==> src/rtl/reg_status_ckpt_if.sv <==
// reg_status_ckpt_if: rename/commit/checkpoint bus of the register status table.
//   rename:     renWe, renReg, renROB
//   lookup:     rs1, rs2 -> busy1, rob1, busy2, rob2
//   commit:     validCommit, regCommit, commitROB
//   checkpoint: ckptReq -> ckptGrant, ckptTag, ckptFull; ckptFree, restore, restoreTag, flushAll
interface reg_status_ckpt_if #(parameter int REG = 4, parameter int ROB = 2, parameter int CKPTW = 1);
    logic           renWe;
    logic [REG:0]   renReg;
    logic [ROB:0]   renROB;
    logic [REG:0]   rs1;
    logic [REG:0]   rs2;
    logic           busy1;
    logic           busy2;
    logic [ROB:0]   rob1;
    logic [ROB:0]   rob2;
    logic           validCommit;
    logic [REG:0]   regCommit;
    logic [ROB:0]   commitROB;
    logic           ckptReq;
    logic           ckptGrant;
    logic [CKPTW:0] ckptTag;
    logic           ckptFull;
    logic           ckptFree;
    logic           restore;
    logic [CKPTW:0] restoreTag;
    logic           flushAll;
    modport master (
        output renWe, renReg, renROB, rs1, rs2, validCommit, regCommit, commitROB,
               ckptReq, ckptFree, restore, restoreTag, flushAll,
        input  busy1, busy2, rob1, rob2, ckptGrant, ckptTag, ckptFull
    );
    modport slave (
        input  renWe, renReg, renROB, rs1, rs2, validCommit, regCommit, commitROB,
               ckptReq, ckptFree, restore, restoreTag, flushAll,
        output busy1, busy2, rob1, rob2, ckptGrant, ckptTag, ckptFull
    );
endinterface

==> src/rtl/reg_status_ckpt.sv <==
// reg_status_ckpt: register status table with bypassed lookups and circular branch checkpoints.
//   clk          clock
//   globalResetN asynchronous active-low reset
//   bus          reg_status_ckpt_if.slave (rename, lookup, commit, checkpoint/restore/flush)
module reg_status_ckpt #(
    parameter int REG   = 4,
    parameter int ROB   = 2,
    parameter int NCKPT = 4,
    parameter int CKPTW = 1
) (
    input logic             clk,
    input logic             globalResetN,
    reg_status_ckpt_if.slave bus
);
    localparam int N = 2 ** (REG + 1);
    logic [N-1:0]     busy, busy_d, nbusy, rbusy;
    logic [ROB:0]     tag [N];
    logic [ROB:0]     tag_d [N];
    logic [ROB:0]     nt [N];
    logic [N-1:0]     ckBusy [NCKPT];
    logic [N-1:0]     ckBusy_d [NCKPT];
    logic [ROB:0]     ckTag [NCKPT][N];
    logic [ROB:0]     ckTag_d [NCKPT][N];
    logic [CKPTW:0]   head, tail, head_d, tail_d, rdist;
    logic [CKPTW+1:0] count, count_d;
    logic             ren, cm, freeOk, grant, byp1, byp2;
    always_comb begin
        ren    = bus.renWe & (|bus.renReg) & ~bus.restore & ~bus.flushAll;
        cm     = bus.validCommit & busy[bus.regCommit] & (tag[bus.regCommit] == bus.commitROB);
        freeOk = bus.ckptFree & (count != '0);
        grant  = bus.ckptReq & (count != (CKPTW+2)'(NCKPT)) & ~bus.restore & ~bus.flushAll;
        rdist  = bus.restoreTag - head;
        for (int i = 0; i < N; i++) begin
            nbusy[i] = (ren && bus.renReg == (REG+1)'(i)) | (busy[i] & ~(cm && bus.regCommit == (REG+1)'(i)));
            nt[i]    = (ren && bus.renReg == (REG+1)'(i)) ? bus.renROB : tag[i];
            // restored entries still see this cycle's commit, matched against the slot's own tag
            rbusy[i] = ckBusy[bus.restoreTag][i] & ~(bus.validCommit && bus.regCommit == (REG+1)'(i)
                       && ckTag[bus.restoreTag][i] == bus.commitROB);
            busy_d[i] = bus.flushAll ? 1'b0 : bus.restore ? rbusy[i] : nbusy[i];
            tag_d[i]  = bus.restore ? ckTag[bus.restoreTag][i] : nt[i];
        end
        for (int k = 0; k < NCKPT; k++) begin
            ckBusy_d[k] = ckBusy[k];
            ckTag_d[k]  = ckTag[k];
            if (bus.validCommit && ckBusy[k][bus.regCommit] && ckTag[k][bus.regCommit] == bus.commitROB)
                ckBusy_d[k][bus.regCommit] = 1'b0;
            if (grant && tail == (CKPTW+1)'(k)) begin
                ckBusy_d[k] = nbusy;
                ckTag_d[k]  = nt;
            end
            if (bus.flushAll)
                ckBusy_d[k] = '0;
        end
        head_d  = bus.flushAll ? '0 : head + (CKPTW+1)'(freeOk);
        tail_d  = bus.flushAll ? '0 : bus.restore ? bus.restoreTag : tail + (CKPTW+1)'(grant);
        count_d = bus.flushAll ? '0 : bus.restore ? {1'b0, rdist} - (CKPTW+2)'(freeOk)
                : count + (CKPTW+2)'(grant) - (CKPTW+2)'(freeOk);
        byp1 = ren && bus.rs1 == bus.renReg;
        byp2 = ren && bus.rs2 == bus.renReg;
    end
    assign bus.busy1     = byp1 | (busy[bus.rs1] & ~(cm && bus.rs1 == bus.regCommit));
    assign bus.busy2     = byp2 | (busy[bus.rs2] & ~(cm && bus.rs2 == bus.regCommit));
    assign bus.rob1      = byp1 ? bus.renROB : tag[bus.rs1];
    assign bus.rob2      = byp2 ? bus.renROB : tag[bus.rs2];
    assign bus.ckptGrant = grant;
    assign bus.ckptTag   = tail;
    assign bus.ckptFull  = count == (CKPTW+2)'(NCKPT);
    always_ff @(posedge clk or negedge globalResetN) begin
        if (!globalResetN) begin
            busy  <= '0;
            head  <= '0;
            tail  <= '0;
            count <= '0;
            for (int i = 0; i < N; i++) tag[i] <= '0;
            for (int k = 0; k < NCKPT; k++) begin
                ckBusy[k] <= '0;
                for (int i = 0; i < N; i++) ckTag[k][i] <= '0;
            end
        end else begin
            busy  <= busy_d;
            head  <= head_d;
            tail  <= tail_d;
            count <= count_d;
            for (int i = 0; i < N; i++) tag[i] <= tag_d[i];
            for (int k = 0; k < NCKPT; k++) begin
                ckBusy[k] <= ckBusy_d[k];
                for (int i = 0; i < N; i++) ckTag[k][i] <= ckTag_d[k][i];
            end
        end
    end
endmodule

==> src/flat_wrapper.sv <==
// flat-port wrapper written by rule: the top's interface ports become plain ports
module reg_status_ckpt_flat 
#(
    parameter int REG   = 4,
    parameter int ROB   = 2,
    parameter int NCKPT = 4,
    parameter int CKPTW = 1
)
  (clk, globalResetN, bus_renWe, bus_renReg, bus_renROB, bus_rs1, bus_rs2, bus_validCommit, bus_regCommit, bus_commitROB, bus_ckptReq, bus_ckptFree, bus_restore, bus_restoreTag, bus_flushAll, bus_busy1, bus_busy2, bus_rob1, bus_rob2, bus_ckptGrant, bus_ckptTag, bus_ckptFull);
  reg_status_ckpt_if #(.REG(REG), .ROB(ROB), .CKPTW(CKPTW)) bus_i ();
  input logic clk;
  input logic globalResetN;
  input wire logic [$bits(bus_i.renWe)-1:0] bus_renWe;
  input wire logic [$bits(bus_i.renReg)-1:0] bus_renReg;
  input wire logic [$bits(bus_i.renROB)-1:0] bus_renROB;
  input wire logic [$bits(bus_i.rs1)-1:0] bus_rs1;
  input wire logic [$bits(bus_i.rs2)-1:0] bus_rs2;
  input wire logic [$bits(bus_i.validCommit)-1:0] bus_validCommit;
  input wire logic [$bits(bus_i.regCommit)-1:0] bus_regCommit;
  input wire logic [$bits(bus_i.commitROB)-1:0] bus_commitROB;
  input wire logic [$bits(bus_i.ckptReq)-1:0] bus_ckptReq;
  input wire logic [$bits(bus_i.ckptFree)-1:0] bus_ckptFree;
  input wire logic [$bits(bus_i.restore)-1:0] bus_restore;
  input wire logic [$bits(bus_i.restoreTag)-1:0] bus_restoreTag;
  input wire logic [$bits(bus_i.flushAll)-1:0] bus_flushAll;
  output wire logic [$bits(bus_i.busy1)-1:0] bus_busy1;
  output wire logic [$bits(bus_i.busy2)-1:0] bus_busy2;
  output wire logic [$bits(bus_i.rob1)-1:0] bus_rob1;
  output wire logic [$bits(bus_i.rob2)-1:0] bus_rob2;
  output wire logic [$bits(bus_i.ckptGrant)-1:0] bus_ckptGrant;
  output wire logic [$bits(bus_i.ckptTag)-1:0] bus_ckptTag;
  output wire logic [$bits(bus_i.ckptFull)-1:0] bus_ckptFull;
  assign bus_i.renWe = bus_renWe;
  assign bus_i.renReg = bus_renReg;
  assign bus_i.renROB = bus_renROB;
  assign bus_i.rs1 = bus_rs1;
  assign bus_i.rs2 = bus_rs2;
  assign bus_i.validCommit = bus_validCommit;
  assign bus_i.regCommit = bus_regCommit;
  assign bus_i.commitROB = bus_commitROB;
  assign bus_i.ckptReq = bus_ckptReq;
  assign bus_i.ckptFree = bus_ckptFree;
  assign bus_i.restore = bus_restore;
  assign bus_i.restoreTag = bus_restoreTag;
  assign bus_i.flushAll = bus_flushAll;
  assign bus_busy1 = bus_i.busy1;
  assign bus_busy2 = bus_i.busy2;
  assign bus_rob1 = bus_i.rob1;
  assign bus_rob2 = bus_i.rob2;
  assign bus_ckptGrant = bus_i.ckptGrant;
  assign bus_ckptTag = bus_i.ckptTag;
  assign bus_ckptFull = bus_i.ckptFull;
  reg_status_ckpt #(.REG(REG), .ROB(ROB), .NCKPT(NCKPT), .CKPTW(CKPTW)) u_core (.clk(clk), .globalResetN(globalResetN), .bus(bus_i));
endmodule
==> config.mk <==
export PLATFORM = sky130hd
export DESIGN_NAME = reg_status_ckpt_flat
export DESIGN_NICKNAME = d
export VERILOG_FILES = /design/src/rtl/reg_status_ckpt_if.sv /design/src/rtl/reg_status_ckpt.sv /design/src/flat_wrapper.sv
export SDC_FILE = /design/constraint.sdc
export NUM_CORES = 2
export LEC_CHECK = 0
export ABC_AREA = 1
export CAP_MARGIN = 40
export CORE_ASPECT_RATIO = 2
export CORE_UTILIZATION = 40
export DETAILED_ROUTE_END_ITERATION = 10
export MAX_ROUTING_LAYER = met4
export SLEW_MARGIN = 20
export SYNTH_ARGS = -nofsm -noshare
export SYNTH_HDL_FRONTEND = slang
export SYNTH_SLANG_ARGS = --single-unit
export TNS_END_PERCENT = 1
==> constraint.sdc <==
create_clock -name clk -period 5.72 [get_ports clk]
set_input_delay 1.144 -clock clk [delete_from_list [all_inputs] [get_ports clk]]
set_output_delay 1.144 -clock clk [all_outputs]
set_load 0.05 [all_outputs]
# Yosys cells after proc, flatten, opt, wreduce, memory -nomap -nowiden

Cells that the tools add are included.

Bits in registers: 647
Word-level logic and storage cells: 820
Output and inout port bits: 12
Input bits: 36

Bitwise operators: 186
Order comparisons: 8
Reduce and logical (&&, ||, !) cells: 154
Equal/unequal tests: 108
Add/sub/neg operators: 6
Muxes and demuxes: 190

Operator list:

| kind                                                      | count |
|---|---|
| two-way mux 32 bit                                        | 14 |
| two-way mux 3 bit                                         | 82 |
| binary-select mux 96 bit (select 2 bit)                   | 1 |
| two-way mux 96 bit                                        | 2 |
| equality test 5 bit (second input constant)               | 32 |
| logical AND 1 bit                                         | 145 |
| AND 32 bit                                                | 4 |
| equality test 3 bit                                       | 37 |
| binary-select mux 3 bit (select 5 bit)                    | 7 |
| equality test 5 x 4 -> 1 bit (second input constant)      | 16 |
| AND 1 bit                                                 | 75 |
| two-way mux 1 bit                                         | 72 |
| NOT 1 bit                                                 | 68 |
| binary-select mux 32 bit (select 2 bit)                   | 1 |
| equality test 5 x 3 -> 1 bit (second input constant)      | 8 |
| binary-select mux 1 bit (select 5 bit)                    | 7 |
| bitwise OR 1 bit                                          | 34 |
| NOT 32 bit                                                | 1 |
| equality test 5 x 2 -> 1 bit (second input constant)      | 4 |
| equality test 5 bit                                       | 4 |
| greater-or-equal comparator 6 bit (second input constant) | 3 |
| < comparator 5 x 6 -> 1 bit (second input constant)       | 3 |
| NOT 5 -> 6 bit                                            | 3 |
| nonzero test 3 bit                                        | 5 |
| 18 further kinds                                          | 24 |

# Longest topological paths before layout

Depth after elaboration: 12
Depth in mapped cells: 23
Depth with buffers taken out: 19

# Worst setup path before layout

Ideal clock, no wire load.

Kind: input port to output port
Start: in bus_rs2[1]
End: out bus_rob2[0]
Data arrival time: 3.209 ns
Data required time: 4.576 ns
Cell stages on the path: 5
Setup slack: 1.367 ns
Buffers on the path: 1
Cell sequence: buf_1 -> xor2_1 -> a2111oi_0 -> nand3_1 -> o21ai_0

Longest elaborated chain between the ends: 5
Elaborated cells between the ends (all ways): 7
Those cells by class: eq/ne: 1; mux: 4; bitwise: 1; reduce/logical: 1

RTL lines:

| what                                                  | line                  | RTL |
|---|---|---|
| from (decl)                                           | flat_wrapper.sv:17    | `input wire logic [$bits(bus_i.rs2)-1:0] bus_rs2;` |
| NOT 5 -> 6 bit (not written as such)                  | reg_status_ckpt.sv:64 | `assign bus.rob2 = byp2 ? bus.renROB : tag[bus.rs2];` |
| binary-select mux 3 bit (select 5 bit)                | reg_status_ckpt.sv:64 |  |
| two-way mux 3 bit (not written as such) (2 in series) | reg_status_ckpt.sv:64 |  |
| two-way mux 3 bit *                                   | reg_status_ckpt.sv:64 |  |
| to (decl)                                             | flat_wrapper.sv:29    | `output wire logic [$bits(bus_i.rob2)-1:0] bus_rob2;` |

Every way passes the cells marked *; elsewhere a longest branch is shown, timed or not. The select of a mux whose other input is x is not followed.

# Final worst setup path

Start: in bus_restore
End: out bus_rob1[0]

Longest elaborated chain between the ends: 5

RTL lines:

| what                    | line                  | RTL |
|---|---|---|
| from (decl)             | flat_wrapper.sv:23    | `input wire logic [$bits(bus_i.restore)-1:0] bus_restore;` |
| NOT 1 bit               | reg_status_ckpt.sv:28 | `ren = bus.renWe & (\|bus.renReg) & ~bus.restore & ~bus.flushAll;` |
| AND 1 bit (2 in series) | reg_status_ckpt.sv:28 |  |
| logical AND 1 bit       | reg_status_ckpt.sv:58 | `byp1 = ren && bus.rs1 == bus.renReg;` |
| two-way mux 3 bit       | reg_status_ckpt.sv:63 | `assign bus.rob1 = byp1 ? bus.renROB : tag[bus.rs1];` |
| to (decl)               | flat_wrapper.sv:28    | `output wire logic [$bits(bus_i.rob1)-1:0] bus_rob1;` |

Every way passes these cells.

==> results by group <==
Critical path
  – Max incr delay on CP: 0.89 ns
  – Worst path slowest cell: o21ai_0
  – Crit end category: output port
  – Most used cell along the critical path: inv_1
  – Crit Path Class: input pin to output port
  – Crit-path max FO: 7
  – Cell Chain, Critical Path: buf_6, nor2_4, inv_1, nor2_1, nand2_1, inv_1, nand4_1, o21ai_0, buf_12
  – CP Launch Point: bus_restore
  – Data arrival, critical path: 4.06 ns
  – Worst r2r src: u_core.tag[2]
  – Crit-path leading delay family: simple AND/OR/NAND/NOR gates
  – WP buf/inv: 4
  – WP data required: 4.58 ns
  – FF-to-FF path depth: 16
  – R2r endpoint: u_core.ckBusy[119]
  – Flop2flop setup slack: 2.31 ns
  – Startpoint type of the worst setup path: input pin

Synthesis
  – FF+latch count, synth: 647
  – Post-Synth Simple-Gate Area: 31.27%
  – Main combinational cell family by area after synthesis: simple AND/OR/NAND/NOR gates
  – Yosys synthesis warning count: 0
  – Post-synthesis mux area share: 0.6250%
  – Synthesized cell area: 0.04164 mm^2
  – Seq/Total Area, Yosys: 38.88%
  – Post-Syn Area per Cell: 6.554 um^2
  – Compound-gate portion of the synthesized area: 19.45%
  – Xor/xnor share of the synthesized area: 1.073%
  – Fraction of the mapped netlist area in adder cells: 0.2584%
  – Net Count, Synth: 6397
  – Gate Count Post-Synth: 6353
  – Distinct cells, synth: 43

CTS
  – TritonCTS Buffers: 68
  – H-Tree Depth: 3
  – CTS tree: yes
  – Setup Buffers After CTS: 0
  – Worst-path clk slew: 0.07 ns
  – Hold buffers post-CTS: 0
  – Clk_lat worst skew: 0.72 ns
  – Max Root-Sink Buffers: 3
  – Post-CTS resize count: 0
  – # clock sinks: 647
  – Root Buffer: clkbuf_16

Hold path
  – Tightest Hold Check Type: input pin to async pin

Power and ir drop
  – Combinational share of power: 26.2%
  – Seq pwr share: 40.7%
  – Pwr Density: 320.6 mW/mm^2
  – Leak: 0.02177 uW
  – Clock power frac: 33.1%
  – Switching pwr: 5750 uW
  – Sw Ratio: 38.48%
  – Maximum vdd drop: 0.0002604 V
  – Cell Int Power: 9191 uW

Floorplan
  – Height of the chip: 458.3 um
  – Top Ports: 48
  – Die Width: 230.1 um
  – Initial Util: 40.26%
  – Cell Rows: 167
  – Die Area: 0.1055 mm^2
  – Core area: 0.1034 mm^2

Placed design
  – DP Area: 0.04408 mm^2
  – I/O Buffers: 47
  – DP Wirelength: 169800 um
  – Routability Congestion: 1.133

Cells and area
  – Fillers: 11040
  – Share of layout cells above drive strength 1: 6.611%
  – Final nets: 6290
  – Design area: 0.04660 mm^2
  – Area growth from synthesis to layout: 11.92%

GRT
  – Global-route wire length before repair: 347800 um
  – GR Overflow Total: 0
  – Largest net degree at the start of global routing: 145
  – Initial antenna violation count: 9
  – Vias in the first global route: 46190
  – Tot GR Track Use: 48.30%

Timing
  – Final Hold Vio Count: 0
  – RSZ-0062 raised after global routing: no
  – Setup TNS: 0 ns
  – Clock skew: 0.03991 ns
  – Final Max Tran Viols: 0
  – Fmax achieved: 192.2 MHz
  – Setup violators final: 0
  – Final Cycle Share: 90.95%
  – Relative slew slack: 33.85%
  – Tightest Pin Transition: 0.9898 ns
  – Fin crit period: 5.202 ns

Drt
  – Wirelength per Cell: 32.44 um
  – Via count: 47790
  – TritonRoute pass-1 iters: 9
  – Residual DRC: 0
  – Post-DRT Antenna Nets: 0
  – Iter 0 DRT Violations: 6088
  – Routed Wire Length: 248300 um
  – Vias per cell: 6.244

Run status
  – Status: complete, no violations

Job
  – Max Cap Violations: 0
[metrics by stage]
step | setup WS, ns | utilization (%) | power, uW | std cells | hold slack (ns)
after floorplan | 1.367 | - | 7947 | 6353 | 0.4488
after global placement | 0.5187 | 42.49 | 9767 | 7497 | 0.4613
after detailed placement | 0.6344 | 42.62 | 9825 | 7514 | 0.4647
after CTS | 0.6315 | 44.87 | 14710 | 7631 | 0.4347
after global routing | 0.4697 | 45.05 | 15430 | 7651 | 0.4466
final | 0.5177 | 45.06 | 14940 | 7653 | 0.4068
[cell usage in the layout, fill, tap and decap left out, types with 9 or more instances in the layout]
cell type / count
bufinv_16: 9
a21oi_1: 351
o211ai_1: 43
nor2_1: 312
buf_4: 188
nor2_2: 13
o22ai_1: 45
nand3_1: 480
nand2_1: 2254
nor3_1: 74
o21ai_1: 16
buf_2: 25
inv_6: 9
clkinv_2: 9
dfrtp_1: 647
inv_2: 11
clkbuf_1: 9
inv_1: 402
xor2_1: 46
clkdlybuf4s50_1: 25
clkbuf_16: 69
nand4_1: 52
a22oi_1: 52
o21ai_0: 941
a32o_1: 10
a221oi_1: 13
clkbuf_8: 11
o2111ai_1: 18
buf_12: 37
mux2i_1: 26
nand3b_1: 15
[routing by layer]
layer  wire [um]  part of all wire [%]  vias up  track usage, %
met5           0                     0        -               -
met4       34260                    14        0           51.24
met3       22370                   9.0     1394           11.81
met2      112700                    45     3147           75.03
met1       78890                    32    22630           47.57
li1            -                     -    20620               -
[Yosys cell counts]
cell type	number	area share, %
a41oi_1	1	0.021
mux2i_1	26	0.63
inv_2	14	0.13
a31oi_1	1	0.015
nor3_1	75	0.90
a22oi_1	52	0.94
a211oi_1	2	0.036
nand4_1	52	0.78
xnor2_1	4	0.084
and2_1	2	0.030
clkbuf_1	311	2.8
o2111ai_1	18	0.38
o41ai_1	5	0.11
nor2_4	2	0.054
nand2_1	2258	20
o221ai_1	8	0.17
nand2_2	1	0.015
nand3b_1	15	0.27
o21ai_1	14	0.17
a32o_1	10	0.24
dfrtp_1	647	39
a21oi_1	351	4.2
nor4_1	2	0.030
nor2_1	324	2.9
o21bai_1	1	0.018
a221oi_1	13	0.27
buf_1	40	0.36
o31a_1	1	0.021
o31ai_1	1	0.018
nand3_1	480	5.8
clkinv_1	9	0.081
nor3_2	3	0.072
ha_1	7	0.21
a2111oi_0	2	0.042
inv_1	404	3.6
fa_1	1	0.048
xor2_1	47	0.99
o21ai_0	943	11
o22ai_1	45	0.68
o211ai_1	43	0.78
buf_4	11	0.20
nor2_2	5	0.075
buf_2	102	1.2
[area by class of cell]
class                           count  area [um^2]  share of cell area, %
Sequential cell                   647        16190                  34.74
Multi-Input combinational cell   4815        22040                  47.28
Tap cell                         1352         1692                  3.630
Timing Repair Buffer              287         2701                  5.796
Antenna cell                        8        20.02                0.04296
Clock inverter                     28        419.2                 0.8994
Clock buffer                       89         1912                  4.102
Inverter                          427         1633                  3.504
[how the worst max path moves through the flow]
| stage | endpoint | slack (ns) | cells past startpoint |
|---|---|---|---|
| final | bus_rob1[0] | 0.52 | 9 |
| after global routing | bus_busy2 | 0.47 | 17 |
| after global placement | u_core.busy[11] | 0.52 | 12 |
| after CTS | bus_rob2[2] | 0.63 | 10 |
| after detailed placement | bus_rob2[2] | 0.63 | 10 |
| after floorplan | bus_rob2[0] | 1.37 | 5 |
[power groups by stage]
| stage | combinational (uW) | sequential, uW | clock (uW) |
|---|---|---|---|
| after floorplan | 2110 | 5840 | 0 |
| final | 3920 | 6080 | 4940 |
| after detailed placement | 3710 | 6110 | 0 |
| after CTS | 3720 | 6040 | 4950 |
| after global placement | 3660 | 6110 | 0 |
| after global routing | 4170 | 6140 | 5120 |
[logic make-up after synthesis]
kind of cell,Yosys count
muxes,26
xor gates and xnor gates,51
adders and majority gates,8
AOI/OAI and AO/OA,1511
and+or+nand+nor,3219
buffers and inverters,891
DFF,647
[registers in the layout, indices dropped and copies added (netlist names)]
name,count
u_core.bus.ckptTag,2
u_core.busy,32
u_core.ckBusy,128
u_core.ckTag,384
u_core.count,3
u_core.head,2
u_core.tag,96
Power figures use the tool's default switching activity.
